<file path="config.mk">
export PLATFORM = sky130hd
export DESIGN_NAME = pwm_ramp_sequencer_flat
export DESIGN_NICKNAME = d
export VERILOG_FILES = /design/src/rtl/pwm_ramp_sequencer_if.sv /design/src/rtl/pwm_ramp_sequencer.sv /design/src/flat_wrapper.sv
export SDC_FILE = /design/constraint.sdc
export NUM_CORES = 1
export LEC_CHECK = 0
export CORE_MARGIN = 4
export CORE_UTILIZATION = 47
export CTS_CLUSTER_DIAMETER = 150
export DETAILED_ROUTE_END_ITERATION = 6
export GPL_TIMING_DRIVEN = 0
export PLACE_DENSITY_LB_ADDON = 0.15
export SYNTH_ARGS = -nofsm -noshare
export SYNTH_HDL_FRONTEND = slang
export SYNTH_SLANG_ARGS = --single-unit
</file>
<file path="constraint.sdc">
create_clock -name clk -period 4.11 [get_ports clk]
set_input_delay 0.411 -clock clk [delete_from_list [all_inputs] [get_ports clk]]
set_output_delay 0.411 -clock clk [all_outputs]
set_load 0.02 [all_outputs]
</file>
<file path="src/rtl/pwm_ramp_sequencer_if.sv">
// Target handshake between the register front end and the PWM ramp sequencer.
interface pwm_ramp_sequencer_if #(
   parameter int THRESHOLD_NBITS = 4
);
   logic [THRESHOLD_NBITS-1:0] target;
   logic                       target_valid;
   logic                       target_ready;

   modport master (
      output target,
      output target_valid,
      input  target_ready
   );

   modport slave (
      input  target,
      input  target_valid,
      output target_ready
   );
endinterface

</file>
<file path="src/rtl/pwm_ramp_sequencer.sv">
// Ramps the PWM comparator threshold one LSB at a time toward an accepted target,
// stepping only on PWM period boundaries so no period sees a mid-period change.
//
// state     | meaning
// ST_IDLE   | waiting for a target, ready high
// ST_RAMP   | stepping threshold every STEP_PERIODS qualifying ticks
// ST_DONE   | one-cycle completion pulse, then back to idle
module pwm_ramp_sequencer #(
   parameter int THRESHOLD_NBITS = 4,
   parameter int STEP_PERIODS    = 8,
   parameter int INIT_THRESHOLD  = 0
) (
   input  logic                       clk,
   input  logic                       rst,
   input  logic                       enable,
   input  logic                       period_tick,
   pwm_ramp_sequencer_if.slave        tgt_if,
   output logic [THRESHOLD_NBITS-1:0] threshold,
   output logic                       busy,
   output logic                       done
);

   localparam int PCW = (STEP_PERIODS > 1) ? $clog2(STEP_PERIODS) : 1;
   localparam logic [PCW-1:0]             PER_RELOAD = PCW'(STEP_PERIODS - 1);
   localparam logic [THRESHOLD_NBITS-1:0] THR_INIT   = THRESHOLD_NBITS'(INIT_THRESHOLD);

   typedef enum logic [1:0] {
      ST_IDLE = 2'd0,
      ST_RAMP = 2'd1,
      ST_DONE = 2'd2
   } state_t;

   state_t                     state_q, state_d;
   logic [THRESHOLD_NBITS-1:0] tgt_q, tgt_d;
   logic [THRESHOLD_NBITS-1:0] threshold_q, threshold_d;
   logic [PCW-1:0]             per_cnt_q, per_cnt_d;
   logic [THRESHOLD_NBITS-1:0] stepped;

   always_ff @(posedge clk or posedge rst) begin
      if (rst) begin
         state_q     <= ST_IDLE;
         tgt_q       <= THR_INIT;
         threshold_q <= THR_INIT;
         per_cnt_q   <= '0;
      end else begin
         state_q     <= state_d;
         tgt_q       <= tgt_d;
         threshold_q <= threshold_d;
         per_cnt_q   <= per_cnt_d;
      end
   end

   // per_cnt is a down-counter of periods remaining; a step fires at terminal count 0.
   always_comb begin
      state_d     = state_q;
      tgt_d       = tgt_q;
      threshold_d = threshold_q;
      per_cnt_d   = per_cnt_q;
      stepped     = threshold_q;
      case (state_q)
         ST_IDLE: begin
            per_cnt_d = '0;
            if (tgt_if.target_valid) begin
               tgt_d     = tgt_if.target;
               per_cnt_d = PER_RELOAD;
               state_d   = (tgt_if.target == threshold_q) ? ST_DONE : ST_RAMP;
            end
         end
         ST_RAMP: begin
            if (period_tick && enable) begin
               if (per_cnt_q == '0) begin
                  per_cnt_d   = PER_RELOAD;
                  stepped     = (tgt_q > threshold_q) ? threshold_q + 1'b1
                                                      : threshold_q - 1'b1;
                  threshold_d = stepped;
                  if (stepped == tgt_q) begin
                     state_d = ST_DONE;
                  end
               end else begin
                  per_cnt_d = per_cnt_q - 1'b1;
               end
            end
         end
         ST_DONE: begin
            per_cnt_d = '0;
            state_d   = ST_IDLE;
         end
         default: begin
            per_cnt_d = '0;
            state_d   = ST_IDLE;
         end
      endcase
   end

   assign tgt_if.target_ready = (state_q == ST_IDLE);
   assign busy                = (state_q == ST_RAMP);
   assign done                = (state_q == ST_DONE);
   assign threshold           = threshold_q;

endmodule

</file>
<file path="src/flat_wrapper.sv">
// flat-port wrapper written by rule: the top's interface ports become plain ports
module pwm_ramp_sequencer_flat 
#(
   parameter int THRESHOLD_NBITS = 4,
   parameter int STEP_PERIODS    = 8,
   parameter int INIT_THRESHOLD  = 0
)
  (clk, rst, enable, period_tick, threshold, busy, done, tgt_if_target, tgt_if_target_valid, tgt_if_target_ready);
  pwm_ramp_sequencer_if #(.THRESHOLD_NBITS(THRESHOLD_NBITS)) tgt_if_i ();
  input  logic clk;
  input  logic rst;
  input  logic enable;
  input  logic period_tick;
  output logic [THRESHOLD_NBITS-1:0] threshold;
  output logic busy;
  output logic done;
  input wire logic [$bits(tgt_if_i.target)-1:0] tgt_if_target;
  input wire logic [$bits(tgt_if_i.target_valid)-1:0] tgt_if_target_valid;
  output wire logic [$bits(tgt_if_i.target_ready)-1:0] tgt_if_target_ready;
  assign tgt_if_i.target = tgt_if_target;
  assign tgt_if_i.target_valid = tgt_if_target_valid;
  assign tgt_if_target_ready = tgt_if_i.target_ready;
  pwm_ramp_sequencer #(.THRESHOLD_NBITS(THRESHOLD_NBITS), .STEP_PERIODS(STEP_PERIODS), .INIT_THRESHOLD(INIT_THRESHOLD)) u_core (.clk(clk), .rst(rst), .enable(enable), .period_tick(period_tick), .tgt_if(tgt_if_i), .threshold(threshold), .busy(busy), .done(done));
endmodule
</file>
==> metrics, run 1 <==
Slew headroom=0.6715; Antenna Cells=0; worst setup margin=1.302 ns; Reg clk slew, reported paths=0.07 ns; Avg Inst Size Synth=9.544 um2; Hold Crit Class=input port to asynchronous set/reset pin; Tcrit/Tclk final=0.6831; die width=between 50 and 60 um; drt first pass iters=4; nets@finish=132; Mapped Cells=94; gp weighted congestion=between 0.7 and 0.8; register area share after synthesis=0.3626; layout cell share with drive strength beyond 1=0.08850; worst skew pair latency=about 0.28 ns; Yosys top cell by area=dfrtp_1; Routed WL=1733 um; ys flop type=dfrtp_1; Slew Viols, Final=0; Post-Place Worst Slack=approximately 1.3 ns; antenna violations before repair=0; Post-CTS Setup Inserts=0; FF+latch area=between 300 and 400 um2; num ports=16; leading post-synthesis cells by cell area=dfrtp_1, xnor2_1, ha_1; DRT antenna net count=0; Critical Path RT=around 4.3 ns; largest net degree at the start of global routing=14; final instance area=between 1000 and 1500 um2; total negative setup slack=0 ns; Post-synth EDFFs=0; setup violators final=0; fillers=between 150 and 200; Die Y=51.69 um; Synth top area share=0.3626; Setup crit start kind=flip-flop; Max-cap violations=0; mapped cell area=between 800 and 900 um2; fraction of registers with async set/reset=1.000; Initial Util=0.5085; Worst-Margin Slew=~0.49 ns; Period minus WS final=2.808 ns; critical path type=flip-flop to flip-flop; Util after Layout=0.6262; syn nets=roughly 110; via count=approximately 700; IO buf count=15; power per cell area=roughly 1000 nW/um2; hold_buf cts=0; die area=between 2000 and 3000 um2; Max IR drop VDD=about 0.75 mV; Iter 0 DRT Violations=7; post-synthesis cell type count=28; Clock Tree Root=clkbuf_4; clk_skew=0.0005198 ns; RSZ-0062 raised after global routing=no; Post-DP Area=about 1100 um2; FF+latch count, synth=13; area occupied by multi-input gates=519.2 um2; Area Overhead vs Synth=23.15%; number of global-route vias before repair=slightly below 700; GR Overflow Total=0; Max Root-Sink Buffers=2; outcome=complete, no violations; Final Hold Viols=0; Worst setup EP type=flip-flop; max frequency=0.3562 GHz; WL/cell=around 13 um; Ys Warns=0; Resized cells post-CTS=0; DR vias/cell=between 5 and 6; first-pass GRT wire length=about 3000 um; hpwl dp=about 1400 um; std cell rows=15; H-Tree Depth=1; worst-path maximum fanout=5; DRC violations left=0; Worst EP arrival=2.98 ns; CORE AREA=1764 um2; Pleak=a little under 0.5 nW; Num CTS Buffers=3; global-route usage over all layers=0.1547; CTS Sinks=13; CTS tree=done
## worst max-delay path: stages, from the launching register on
cell,delay (ns)
dfrtp_1,0.43
inv_1,0.10
ha_1,0.30
nor2b_1,0.13
o211ai_1,0.11
a21oi_2,0.27
inv_1,0.10
ha_1,0.27
a21o_1,0.19
a21oi_2,0.19
xnor2_1,0.11
xnor2_1,0.23
a21oi_1,0.11
a21o_1,0.16
## cell families (layout without fill, tap and decap cells)
kind of cell | Yosys count | in the layout | share of synthesized area
flops | 13 | 13 | 0.3626
buf+inv | 12 | 31 | 0.05858
xor+xnor | 13 | 13 | 0.1269
compound gates | 18 | 18 | 0.1339
simple gates | 29 | 29 | 0.1841
fa+ha+maj | 9 | 9 | 0.1339
## final timing paths
path | cells past startpoint | endpoint | slack, ns | start
setup / recovery | 13 | u_core.state_q[0] | 1.30 | u_core.threshold[1]
hold / removal | 2 | u_core.state_q[1] | 0.45 | rst
setup reg to reg | 13 | u_core.state_q[0] | 1.30 | u_core.threshold[1]
hold reg to reg | 1 | u_core.per_cnt_q[1] | 0.51 | u_core.per_cnt_q[1]
max in group asynchronous | 2 | u_core.threshold[2] | 3.33 | rst
min in group clk | 1 | u_core.per_cnt_q[1] | 0.51 | u_core.per_cnt_q[1]
## where the power goes
part | total, mW | internal (mW) | leakage [nW] | switching [mW]
Combinational | 0.749 | 0.347 | 0.322 | 0.402
Sequential | 0.246 | 0.185 | 0.154 | 0.0612
Clock | 0.0791 | 0.0377 | 0.0150 | 0.0414
## cells in the mapped netlist (2+ instances only)
library cell,count
a21o_1,2
o22a_1,3
nand2_1,16
nor2b_1,2
a21oi_2,2
xnor2_1,12
dfrtp_1,13
ha_1,8
inv_1,10
a21oi_1,5
o21ai_0,4
## registers in the layout, summed over array words and instances (netlist names)
register / flops
u_core.tgt_q: 4
u_core.state_q: 2
u_core.per_cnt_q: 3
u_core.threshold: 4
## final cells by class
class                      instances  share of cell area
clock buffer                       4             0.02378
buffer                             2             0.01359
timing repair buffer              15              0.1359
inverter                          10             0.03398
multi-input combinational         69              0.4700
sequential                        13              0.2945
tap                               25             0.02831
## through the flow
step           instances  hold slack [ns]  total power [mW]
2_1_floorplan         94           0.2880            0.8282
3_3_place_gp         134           0.4969            0.9819
3_5_place_dp         134           0.4972             1.001
4_1_cts              138           0.4564             1.087
5_1_grt              138           0.4769             1.180
6_report             138           0.4459             1.075
## per-layer routing
metal  track usage  vias to the layer above  share of wire
met5             0                        -              0
met4       0.08734                        0          0.025
met3       0.06304                        6          0.059
met2        0.2458                       16           0.47
met1        0.1745                      327           0.45
li1              -                      349              -
## cells in the final DEF (no fill, tap or decap), drive strengths merged
master,count
dfrtp,13
a21oi,7
xor2,1
or2,2
clkdlybuf4s50,15
nand4,1
nor2b,2
nor4,1
buf,1
inv,10
o211ai,1
clkbuf,5
o31a,1
nand3,1
o21ai,4
nand2b,2
and4,1
nand2,16
and2,1
o22a,3
a21o,2
fa,1
nor2,2
xnor2,12
ha,8
Note: power is estimated with default switching activity, not from simulation.
==> run 2, diff against run 1 <==
CORE_UTILIZATION = 46   (was 47)
clock period = 2.45 ns   (was 4.11 ns; I/O delays follow)
==> metrics, run 2 (synthesis gave the netlist of run 1 again) <==
CTS Sinks=13; Final Hold Viols=0; H-Tree Depth=1; Critical Path RT=2.62 ns; critical path type=flip-flop to flip-flop; DR vias/cell=a little over 5; drt first pass iters=4; Hold Slack=0.2999 ns; Antenna Cells=0; worst skew pair latency=around 0.28 ns; Tcrit/Tclk final=1.034; worst-path maximum fanout=3; max frequency=around 0.39 GHz; CORE AREA=about 1800 um2; Slew Viols, Final=0; num ports=16; DRC violations left=0; Max Root-Sink Buffers=2; IO buf count=15; GR Overflow Total=0; commonest non-fill, non-tap cell in the layout=nand2_1; Setup crit start kind=flip-flop; most frequent cells in the layout=nand2_1, clkdlybuf4s50_1, dfrtp_1; DRT antenna net count=0; nets@finish=around 140; Num CTS Buffers=3; failing checks=setup timing; Worst-Margin Slew=approximately 0.54 ns; CTS tree=done; Util after Layout=0.7179; Die Y=52.16 um; Clock Tree Root=clkbuf_4; hpwl dp=1443 um; reg2reg path depth=11; first-pass GRT wire length=~3300 um; Hold Crit Class=input port to asynchronous set/reset pin; layout cell share with drive strength beyond 1=0.2773; hold_buf cts=0; Worst setup EP type=flip-flop; total negative setup slack=-0.08235 ns; clk_skew=~0.004 ns; Iter 0 DRT Violations=5; worst setup margin=-0.08235 ns; outcome=finished, violations left; Worst EP arrival=approximately 2.7 ns; RSZ-0062 raised after global routing=yes; Max-cap violations=0; Period minus WS final=between 2 and 3 ns; number of global-route vias before repair=about 750; WL/cell=between 10 and 15 um; global-route usage over all layers=0.1743; Routed WL=between 2000 and 2500 um; Area Overhead vs Synth=42.68%; largest net degree at the start of global routing=14; std cell rows=15; fillers=around 130; setup violators final=1; die area=2721 um2; antenna violations before repair=0; via count=roughly 740; die width=approximately 52 um; Initial Util=0.5032; Slew headroom=0.6396; gp weighted congestion=roughly 0.81; Reg clk slew, reported paths=~0.090 ns
## run 2: worst paths after layout
check	start	to	slack, ns
worst max register to register	u_core.threshold[1]	u_core.state_q[0]	-0.08
worst min-delay path	rst	u_core.tgt_q[1]	0.30
worst max-delay path	u_core.threshold[1]	u_core.state_q[0]	-0.08
min in group clk	u_core.per_cnt_q[1]	u_core.per_cnt_q[1]	0.52
max in group asynchronous	rst	u_core.threshold[3]	1.76
worst min register to register	u_core.per_cnt_q[1]	u_core.per_cnt_q[1]	0.52
## run 2: cell type report
cell class | count | area [um2] | share of cell area
multi-input cells | 69 | 639.4 | 0.4995
clock buffers | 4 | 26.28 | 0.02053
well taps | 25 | 31.28 | 0.02444
flip-flops and latches | 13 | 329.1 | 0.2571
plain buffers | 2 | 15.01 | 0.01173
repair buffers | 21 | 198.9 | 0.1554
inverters | 10 | 40.04 | 0.03128
## run 2: what timing repair did
item	4_1_cts	5_1_grt
gates resized for setup	2	15
endpoints found under the setup margin	3	3
gates cloned	0	0
setup buffers	6	0
pin swaps	6	7
## run 2: through the flow
stage	setup slack, ns	std cells	instance area (um2)
2_1_floorplan	-0.09817	94	913.4
4_1_cts	-0.1181	144	1186
5_1_grt	-0.2029	144	1280
6_report	-0.08235	144	1280
3_3_place_gp	-0.2010	134	1095
3_5_place_dp	-0.2708	134	1095
## run 2: worst max-delay path, stage by stage (launching register included)
cell and delay [ns]:
dfrtp_2 0.44, inv_4 0.08, ha_4 0.20, nor2b_4 0.12
o211ai_1 0.20, a21oi_2 0.13, fa_2 0.40, xor2_4 0.21
xnor2_2 0.15, nor4_4 0.25, a21oi_2 0.09, a21o_1 0.15
## run 2: layer usage
| metal | routed length [um] | global-route usage | vias up |
|---|---|---|---|
| met2 | 1055 | 0.2950 | 16 |
| met1 | 970 | 0.1982 | 357 |
| met4 | 38 | 0.1021 | 0 |
| met5 | 0 | 0 | - |
| met3 | 66 | 0.04011 | 5 |
| li1 | - | - | 360 |
Power of run 2 is left out: the tool's default activity adds up to more than one toggle a clock period on the data nets, which glitch-free logic cannot reach.
==> run 3, diff against run 2 <==
GPL_ROUTABILITY_DRIVEN = 0   (was not set)
==> results of run 3 <==
Final layout, timing and power as in run 2 (identical DEF).
Power of run 3 is left out for the same reason.
